--- src/rtl/dma_engine_if.sv ---
`default_nettype none
// ============================================================================
// Module   : dma_engine_if
// Brief    : Request, status and read/write bus bundle for dma_engine.
// Revision : 1.0
// ============================================================================
interface dma_engine_if;
  // transfer request
  logic        start;
  logic [31:0] src_addr;
  logic [31:0] dst_addr;
  logic [31:0] transfer_size;
  logic [2:0]  burst_size;
  logic [1:0]  data_width;
  logic        src_incr;
  logic        dst_incr;
  // read port
  logic        rd_req;
  logic [31:0] rd_addr;
  logic [1:0]  rd_size;
  logic        rd_ack;
  logic [31:0] rd_data;
  logic        rd_err;
  // write port
  logic        wr_req;
  logic [31:0] wr_addr;
  logic [1:0]  wr_size;
  logic [31:0] wr_data;
  logic        wr_ack;
  logic        wr_err;
  // status
  logic        busy;
  logic        done;
  logic        error;
  logic [31:0] cur_src_addr;
  logic [31:0] cur_dst_addr;
  logic [31:0] remaining_bytes;

  modport master (
    input  start, src_addr, dst_addr, transfer_size, burst_size, data_width,
           src_incr, dst_incr,
    output rd_req, rd_addr, rd_size,
    input  rd_ack, rd_data, rd_err,
    output wr_req, wr_addr, wr_size, wr_data,
    input  wr_ack, wr_err,
    output busy, done, error, cur_src_addr, cur_dst_addr, remaining_bytes
  );

  modport slave (
    output start, src_addr, dst_addr, transfer_size, burst_size, data_width,
           src_incr, dst_incr,
    input  rd_req, rd_addr, rd_size,
    output rd_ack, rd_data, rd_err,
    input  wr_req, wr_addr, wr_size, wr_data,
    output wr_ack, wr_err,
    input  busy, done, error, cur_src_addr, cur_dst_addr, remaining_bytes
  );
endinterface
`default_nettype wire

--- src/rtl/dma_engine.sv ---
`default_nettype none
// ============================================================================
// Module   : dma_engine
// Brief    : Single-channel burst DMA: read up to 16 beats into a buffer,
//            write them out, repeat until the byte count is exhausted.
//            Optional abort input when DMA_ENGINE_ABORT_EN is defined.
// Revision : 1.0
// ============================================================================
module dma_engine (
  input  logic         clk,
  input  logic         rst,
`ifdef DMA_ENGINE_ABORT_EN
  input  logic         abort,
`endif
  dma_engine_if.master bus
);

  typedef enum logic [2:0] {
    S_IDLE   = 3'd0,
    S_CHECK  = 3'd1,
    S_READ   = 3'd2,
    S_WRITE  = 3'd3,
    S_FINISH = 3'd4,
    S_FAULT  = 3'd5
  } state_e;

  state_e      state_q;
  logic [31:0] src_q;
  logic [31:0] dst_q;
  logic [31:0] rem_q;
  logic [1:0]  width_q;
  logic [2:0]  burst_q;
  logic        src_incr_q;
  logic        dst_incr_q;
  logic        busy_q;
  logic        done_q;
  logic        error_q;
  logic        rd_req_q;
  logic        wr_req_q;
  logic [4:0]  rd_ptr_q;
  logic [4:0]  wr_ptr_q;
  logic [4:0]  blen_q;
  logic [31:0] buf_q [16];

  logic [31:0] bpb;
  logic [31:0] align_mask;
  logic [31:0] data_mask;
  logic        cfg_bad;
  logic [31:0] src_next_d;
  logic [31:0] dst_next_d;
  logic [31:0] rem_next_d;
  logic        rd_last;
  logic        wr_last;
  logic        abort_w;

`ifdef DMA_ENGINE_ABORT_EN
  assign abort_w = abort;
`else
  assign abort_w = 1'b0;
`endif

  assign bpb        = 32'd1 << width_q;
  assign align_mask = bpb - 32'd1;
  assign src_next_d = src_q + bpb;
  assign dst_next_d = dst_q + bpb;
  assign rem_next_d = rem_q - bpb;
  assign rd_last    = (rd_ptr_q + 5'd1) == blen_q;
  assign wr_last    = (wr_ptr_q + 5'd1) == blen_q;

  assign cfg_bad = (width_q == 2'b11)
                 || ((rem_q & align_mask) != 32'd0)
                 || ((src_q & align_mask) != 32'd0)
                 || ((dst_q & align_mask) != 32'd0);

  always_comb begin
    data_mask = 32'hFFFF_FFFF;
    case (width_q)
      2'b00:   data_mask = 32'h0000_00FF;
      2'b01:   data_mask = 32'h0000_FFFF;
      default: data_mask = 32'hFFFF_FFFF;
    endcase
  end

  // Beats in the next burst: min(2^burst, 16, beats still to move).
  function automatic logic [4:0] f_blen(input logic [31:0] rem,
                                        input logic [1:0]  w,
                                        input logic [2:0]  b);
    logic [31:0] beats;
    logic [4:0]  cap;
    beats = rem >> w;
    cap   = (b >= 3'd4) ? 5'd16 : (5'd1 << b);
    f_blen = (beats < {27'd0, cap}) ? beats[4:0] : cap;
  endfunction

  assign bus.rd_req          = rd_req_q;
  assign bus.rd_addr         = src_q;
  assign bus.rd_size         = width_q;
  assign bus.wr_req          = wr_req_q;
  assign bus.wr_addr         = dst_q;
  assign bus.wr_size         = width_q;
  assign bus.wr_data         = wr_req_q ? buf_q[wr_ptr_q[3:0]] : 32'd0;
  assign bus.busy            = busy_q;
  assign bus.done            = done_q;
  assign bus.error           = error_q;
  assign bus.cur_src_addr    = src_q;
  assign bus.cur_dst_addr    = dst_q;
  assign bus.remaining_bytes = rem_q;

  // Buffer contents need no reset; only the pointers define validity.
  always_ff @(posedge clk) begin
    if (state_q == S_READ && rd_req_q && bus.rd_ack && !bus.rd_err) begin
      buf_q[rd_ptr_q[3:0]] <= bus.rd_data & data_mask;
    end
  end

  always_ff @(posedge clk or posedge rst) begin
    if (rst) begin
      state_q    <= S_IDLE;
      src_q      <= 32'd0;
      dst_q      <= 32'd0;
      rem_q      <= 32'd0;
      width_q    <= 2'd0;
      burst_q    <= 3'd0;
      src_incr_q <= 1'b0;
      dst_incr_q <= 1'b0;
      busy_q     <= 1'b0;
      done_q     <= 1'b0;
      error_q    <= 1'b0;
      rd_req_q   <= 1'b0;
      wr_req_q   <= 1'b0;
      rd_ptr_q   <= 5'd0;
      wr_ptr_q   <= 5'd0;
      blen_q     <= 5'd0;
    end else begin
      done_q  <= 1'b0;
      error_q <= 1'b0;
      case (state_q)
        S_IDLE: begin
          if (bus.start) begin
            src_q      <= bus.src_addr;
            dst_q      <= bus.dst_addr;
            rem_q      <= bus.transfer_size;
            width_q    <= bus.data_width;
            burst_q    <= bus.burst_size;
            src_incr_q <= bus.src_incr;
            dst_incr_q <= bus.dst_incr;
            rd_ptr_q   <= 5'd0;
            wr_ptr_q   <= 5'd0;
            busy_q     <= 1'b1;
            state_q    <= S_CHECK;
          end
        end

        S_CHECK: begin
          if (cfg_bad) begin
            state_q <= S_FAULT;
            error_q <= 1'b1;
          end else if (rem_q == 32'd0) begin
            state_q <= S_FINISH;
            done_q  <= 1'b1;
          end else begin
            blen_q   <= f_blen(rem_q, width_q, burst_q);
            rd_ptr_q <= 5'd0;
            state_q  <= S_READ;
          end
        end

        // First cycle in READ/WRITE is a setup cycle with the request low.
        S_READ: begin
          if (!rd_req_q) begin
            if (abort_w) begin
              state_q <= S_FAULT;
              error_q <= 1'b1;
            end else begin
              rd_req_q <= 1'b1;
            end
          end else if (bus.rd_ack) begin
            if (bus.rd_err) begin
              rd_req_q <= 1'b0;
              state_q  <= S_FAULT;
              error_q  <= 1'b1;
            end else begin
              if (src_incr_q) src_q <= src_next_d;
              rd_ptr_q <= rd_ptr_q + 5'd1;
              if (abort_w) begin
                rd_req_q <= 1'b0;
                state_q  <= S_FAULT;
                error_q  <= 1'b1;
              end else if (rd_last) begin
                rd_req_q <= 1'b0;
                wr_ptr_q <= 5'd0;
                state_q  <= S_WRITE;
              end
            end
          end
        end

        S_WRITE: begin
          if (!wr_req_q) begin
            if (abort_w) begin
              state_q <= S_FAULT;
              error_q <= 1'b1;
            end else begin
              wr_req_q <= 1'b1;
            end
          end else if (bus.wr_ack) begin
            if (bus.wr_err) begin
              wr_req_q <= 1'b0;
              state_q  <= S_FAULT;
              error_q  <= 1'b1;
            end else begin
              if (dst_incr_q) dst_q <= dst_next_d;
              rem_q    <= rem_next_d;
              wr_ptr_q <= wr_ptr_q + 5'd1;
              if (abort_w) begin
                wr_req_q <= 1'b0;
                state_q  <= S_FAULT;
                error_q  <= 1'b1;
              end else if (wr_last) begin
                wr_req_q <= 1'b0;
                if (rem_next_d == 32'd0) begin
                  state_q <= S_FINISH;
                  done_q  <= 1'b1;
                end else begin
                  blen_q   <= f_blen(rem_next_d, width_q, burst_q);
                  rd_ptr_q <= 5'd0;
                  state_q  <= S_READ;
                end
              end
            end
          end
        end

        S_FINISH: begin
          busy_q  <= 1'b0;
          state_q <= S_IDLE;
        end

        S_FAULT: begin
          busy_q  <= 1'b0;
          state_q <= S_IDLE;
        end

        default: state_q <= S_IDLE;
      endcase
    end
  end

endmodule
`default_nettype wire

--- src/flat_wrapper.sv ---
// flat-port wrapper written by rule: the top's interface ports become plain ports
module dma_engine_flat 
  (clk, rst, bus_start, bus_src_addr, bus_dst_addr, bus_transfer_size, bus_burst_size, bus_data_width, bus_src_incr, bus_dst_incr, bus_rd_req, bus_rd_addr, bus_rd_size, bus_rd_ack, bus_rd_data, bus_rd_err, bus_wr_req, bus_wr_addr, bus_wr_size, bus_wr_data, bus_wr_ack, bus_wr_err, bus_busy, bus_done, bus_error, bus_cur_src_addr, bus_cur_dst_addr, bus_remaining_bytes);
  dma_engine_if bus_i ();
  input  logic clk;
  input  logic rst;
  input wire logic [$bits(bus_i.start)-1:0] bus_start;
  input wire logic [$bits(bus_i.src_addr)-1:0] bus_src_addr;
  input wire logic [$bits(bus_i.dst_addr)-1:0] bus_dst_addr;
  input wire logic [$bits(bus_i.transfer_size)-1:0] bus_transfer_size;
  input wire logic [$bits(bus_i.burst_size)-1:0] bus_burst_size;
  input wire logic [$bits(bus_i.data_width)-1:0] bus_data_width;
  input wire logic [$bits(bus_i.src_incr)-1:0] bus_src_incr;
  input wire logic [$bits(bus_i.dst_incr)-1:0] bus_dst_incr;
  output wire logic [$bits(bus_i.rd_req)-1:0] bus_rd_req;
  output wire logic [$bits(bus_i.rd_addr)-1:0] bus_rd_addr;
  output wire logic [$bits(bus_i.rd_size)-1:0] bus_rd_size;
  input wire logic [$bits(bus_i.rd_ack)-1:0] bus_rd_ack;
  input wire logic [$bits(bus_i.rd_data)-1:0] bus_rd_data;
  input wire logic [$bits(bus_i.rd_err)-1:0] bus_rd_err;
  output wire logic [$bits(bus_i.wr_req)-1:0] bus_wr_req;
  output wire logic [$bits(bus_i.wr_addr)-1:0] bus_wr_addr;
  output wire logic [$bits(bus_i.wr_size)-1:0] bus_wr_size;
  output wire logic [$bits(bus_i.wr_data)-1:0] bus_wr_data;
  input wire logic [$bits(bus_i.wr_ack)-1:0] bus_wr_ack;
  input wire logic [$bits(bus_i.wr_err)-1:0] bus_wr_err;
  output wire logic [$bits(bus_i.busy)-1:0] bus_busy;
  output wire logic [$bits(bus_i.done)-1:0] bus_done;
  output wire logic [$bits(bus_i.error)-1:0] bus_error;
  output wire logic [$bits(bus_i.cur_src_addr)-1:0] bus_cur_src_addr;
  output wire logic [$bits(bus_i.cur_dst_addr)-1:0] bus_cur_dst_addr;
  output wire logic [$bits(bus_i.remaining_bytes)-1:0] bus_remaining_bytes;
  assign bus_i.start = bus_start;
  assign bus_i.src_addr = bus_src_addr;
  assign bus_i.dst_addr = bus_dst_addr;
  assign bus_i.transfer_size = bus_transfer_size;
  assign bus_i.burst_size = bus_burst_size;
  assign bus_i.data_width = bus_data_width;
  assign bus_i.src_incr = bus_src_incr;
  assign bus_i.dst_incr = bus_dst_incr;
  assign bus_rd_req = bus_i.rd_req;
  assign bus_rd_addr = bus_i.rd_addr;
  assign bus_rd_size = bus_i.rd_size;
  assign bus_i.rd_ack = bus_rd_ack;
  assign bus_i.rd_data = bus_rd_data;
  assign bus_i.rd_err = bus_rd_err;
  assign bus_wr_req = bus_i.wr_req;
  assign bus_wr_addr = bus_i.wr_addr;
  assign bus_wr_size = bus_i.wr_size;
  assign bus_wr_data = bus_i.wr_data;
  assign bus_i.wr_ack = bus_wr_ack;
  assign bus_i.wr_err = bus_wr_err;
  assign bus_busy = bus_i.busy;
  assign bus_done = bus_i.done;
  assign bus_error = bus_i.error;
  assign bus_cur_src_addr = bus_i.cur_src_addr;
  assign bus_cur_dst_addr = bus_i.cur_dst_addr;
  assign bus_remaining_bytes = bus_i.remaining_bytes;
  dma_engine u_core (.clk(clk), .rst(rst), .bus(bus_i));
endmodule
--- config.mk ---
export PLATFORM = sky130hd
export DESIGN_NAME = dma_engine_flat
export DESIGN_NICKNAME = d
export VERILOG_FILES = /design/src/rtl/dma_engine_if.sv /design/src/rtl/dma_engine.sv /design/src/flat_wrapper.sv
export SDC_FILE = /design/constraint.sdc
export NUM_CORES = 1
export LEC_CHECK = 0
export BUFFER_PORTS_ARGS = -buffer_cell sky130_fd_sc_hd__buf_2
export CAP_MARGIN = 20
export CORE_ASPECT_RATIO = 2
export CORE_UTILIZATION = 30
export CTS_BUF_LIST = sky130_fd_sc_hd__clkbuf_8
export CTS_CLUSTER_SIZE = 25
export DETAILED_ROUTE_END_ITERATION = 10
export PLACE_DENSITY = 0.47
export REMOVE_ABC_BUFFERS = 1
export SYNTH_ARGS = -nofsm -noshare
export SYNTH_HDL_FRONTEND = slang
export SYNTH_SLANG_ARGS = --single-unit
--- constraint.sdc ---
create_clock -name clk -period 4.7 [get_ports clk]
set_input_delay 0.47 -clock clk [delete_from_list [all_inputs] [get_ports clk]]
set_output_delay 0.47 -clock clk [all_outputs]
set_load 0.01 [all_outputs]
==> results.ini <==
[cts]
insertion_delay_ns = 0.77
cts_tree = built
clockBufferDepth = 3
clock-sinks = 638
ctsHtreeMaxLevel = 3
numCtsBuffers = 95
clk_pin_slew_ns = 0.07
clock_tree.root_cell = clkbuf_8

[placement]
pre_cts_ws_ns = 0.179
portBuffers = 342
placed_cell_area_um2 = 32200
gp_congestion = 0.874
dpl.cell_count = 3489
dp_hpwl_um = 57900

[synth]
synth_top_family_by_area = multiplexers
ys_warn_count = 0
synthCells = 2041
synth-simple-area-share_pct = 9.10
yosys-top-cells-area = edfxtp_1 52%, mux4_2 12%, dfrtp_1 11%, a21oi_1 2.8%, nand2_1 1.8%
yosysMostFrequentCell = edfxtp_1
synth_compound_area_share_pct = 8.60
ys_seq_area_share_pct = 63.2
synth_area_leader_cell = edfxtp_1
synth_common_cells = 512 x edfxtp_1, 165 x a21oi_1, 161 x mux4_2
ys_ff_latch = 638
async_flop_share_pct = 19.7
netlist_area_um2 = 29300
synth_top_area_share_pct = 52.5
yosys.area_share.adder_pct = 1.49
synth_cell_types = 81
ys.flop_type = edfxtp_1
synth.area.mux_share_pct = 12.9
synth_edf_count = 512
yosys.area_share.xor_xnor_pct = 0.837
synth_area_per_cell_um2 = 14.4

[detailed_routing]
first_pass_iters = 6
ant_nets = 0
remaining_drc_errors = 0
post_drt_wl_per_cell_um = 24.3
routed-via-count = 19600
wl_um = 91400
routed_via_density = 5.21
drt-initial-drc-count = 1042

[grt]
grt_pass1_vias = 20800
antenna_found_initial = 9
grt_overflow = 0
grt_pass1_wl_um = 134000
grt_max_degree = 94
grt.total_usage_pct = 18.4

[worst_setup_path]
required_ns = 5.36
reg2reg_slack_ns = 0.24
end_kind = flip-flop
cp_max_fo = 9
worst-endpoint-arrival_ns = 5.12
crit_type = flip-flop to flip-flop
r2r-end = u_core.blen_q[2]
endpoint = u_core.blen_q[2]
critPathLaunch = u_core.bus.rd_size[0]
reg2reg_depth = 16
critPathLaunchType = flip-flop
timing.rr.start = u_core.bus.rd_size[0]

[outcome]
status = finished clean

[timing]
timing_hold_violations_final = 0
rsz0062_at_grt = false
period_needed_ns = 4.46
setup_viol = 0
worst_pin_slew_ns = 1.17
slew_headroom_pct = 21.4
max_freq_ghz = 0.224
setup_slack_ns = 0.241
fin_crit_sh_pct = 94.9
final_max_slew_viol_count = 0
fin_worst_skew_ns = 0.0286

[cells_and_area]
area.growth.synth_to_final_pct = 19.4
nFillCells = 9377
stdcell_count = 3765
nNetsFinal = 2638
drive_gt1_share_pct = 29.5
design_area_um2 = 35000
fin_util_pct = 36.3

[flow_run]
cap_violations = 0

[die]
die_h_um = 444
fp.dieArea_um2 = 99000
row_count = 161
start_util_pct = 30.4
fp.dieW_um = 223
core-area_um2 = 96500
ios = 343

[power_and_ir_drop]
finalPower_w = 0.0212
leakage_nw = 12.3
p_per_area_nw_per_um2 = 605
ir_drop_v = 0.000421

[hold_path]
hold_class = primary input to flip-flop

## layout make-up
cell class | count | area (um2) | share of cell area [%]
Clock inverter | 80 | 450 | 1.29
Timing Repair Buffer | 508 | 3280 | 9.37
Antenna cell | 1 | 2.50 | 0.00715
Clock buffer | 96 | 1320 | 3.78
Multi-Input combinational cell | 1178 | 9720 | 27.8
Sequential cell | 638 | 18500 | 53.0
Inverter | 42 | 163 | 0.465
Tap cell | 1222 | 1530 | 4.37
## kinds of logic after synthesis
kind of cell | Yosys count
simple gates | 519
xor+xnor | 28
mux | 177
flops | 638
compound gates | 421
buf+inv | 225
fa+ha+maj | 33
## report_power, final
part	internal (W)	leakage [nW]	switching [W]
clock network	0.00209	1.01	0.00229
registers	0.00714	6.12	0.00105
logic	0.00353	5.20	0.00508
## stage by stage
stage	setup TNS (ns)	hold slack, ns
floorplan	-863.06	0.490
CTS	0	0.000186
global route	0	0.0450
detailed placement	0	0.501
finish	0	0.110
global placement	0	0.486
## metal layers
layer | part of all wire [%] | wire length, um | vias to the layer above | global-route usage [%]
met5 | 0.063 | 58 | - | 0
met1 | 36 | 33200 | 10100 | 19.3
met4 | 3.7 | 3390 | 10 | 8.44
li1 | - | - | 8737 | -
met3 | 4.6 | 4200 | 160 | 3.16
met2 | 55 | 50500 | 669 | 35.3
## placed cells by master (no fill, tap or decap), types with 6 or more instances in the layout
cell	instances
a21o_1	9
clkinv_2	11
o21ai_0	100
dfrtp_1	122
or3_1	17
ha_1	30
o31ai_1	6
clkinv_1	29
and3_1	12
o22ai_1	40
nor3_1	38
xor2_1	9
buf_2	342
clkbuf_8	96
buf_12	6
edfxtp_1	512
xnor2_1	19
a31oi_1	11
a21oi_1	165
or2_2	11
nand2b_1	6
nand2_1	139
o32ai_1	8
dlygate4sd3_1	98
nand4_1	19
mux2i_1	11
inv_1	71
and2_1	53
o22a_1	6
nor2_1	86
nand3_1	47
o211ai_1	6
buf_4	62
nor4_1	20
nor2b_1	18
a211oi_1	10
and2_2	15
a32oi_1	6
mux4_2	161
## critical path, stage by stage (launching register included)
cell and delay (ns):
dfrtp_1 0.54, nand2_1 0.17, ha_1 0.25, or2_2 0.33, o211a_1 0.30, nor3_1 0.34
xnor2_1 0.29, a211oi_1 0.13, o21bai_1 0.20, ha_1 0.21, a21o_1 0.18, a211oi_1 0.28
o2111ai_1 0.21, nor4b_4 0.30, buf_4 0.20, nor3_1 0.06, o32a_1 0.37
## state kept, by name, summed over array words and instances, names as in the netlist
name	count
u_core.blen_q	5
u_core.wr_ptr_q	5
u_core.buf_q	512
u_core.rd_ptr_q	5
u_core.state_q	3
u_core.dst_incr_q	1
u_core.burst_q	3
u_core.bus.remaining_bytes	32
u_core.bus.busy	1
u_core.bus.error	1
u_core.bus.done	1
u_core.bus.cur_src_addr	32
u_core.bus.rd_size	2
u_core.bus.cur_dst_addr	32
u_core.bus.rd_req	1
u_core.src_incr_q	1
u_core.bus.wr_req	1
## what timing repair did
action / 4_1_cts / 5_1_grt
resized for setup: 0 / 1
buffers inserted: 0 / 1
endpoints found under the hold margin: 230 / 0
hold buffers: 98 / 0
setup endpoints to repair: 0 / 4
## worst min-delay path by stage
stage	from	endpoint	slack, ns	cells past startpoint
6_report	bus_dst_addr[17]	u_core.bus.cur_dst_addr[17]	0.11	4
5_1_grt	bus_rd_data[3]	u_core.buf_q[1][3]	0.05	1
4_1_cts	bus_rd_data[3]	u_core.buf_q[1][3]	0.0002	1
3_5_place_dp	u_core.bus.rd_req	u_core.bus.rd_req	0.50	2
3_3_place_gp	u_core.bus.rd_req	u_core.bus.rd_req	0.49	2
2_1_floorplan	u_core.rd_ptr_q[4]	u_core.rd_ptr_q[4]	0.49	1
(Power assumes the default switching activity.)
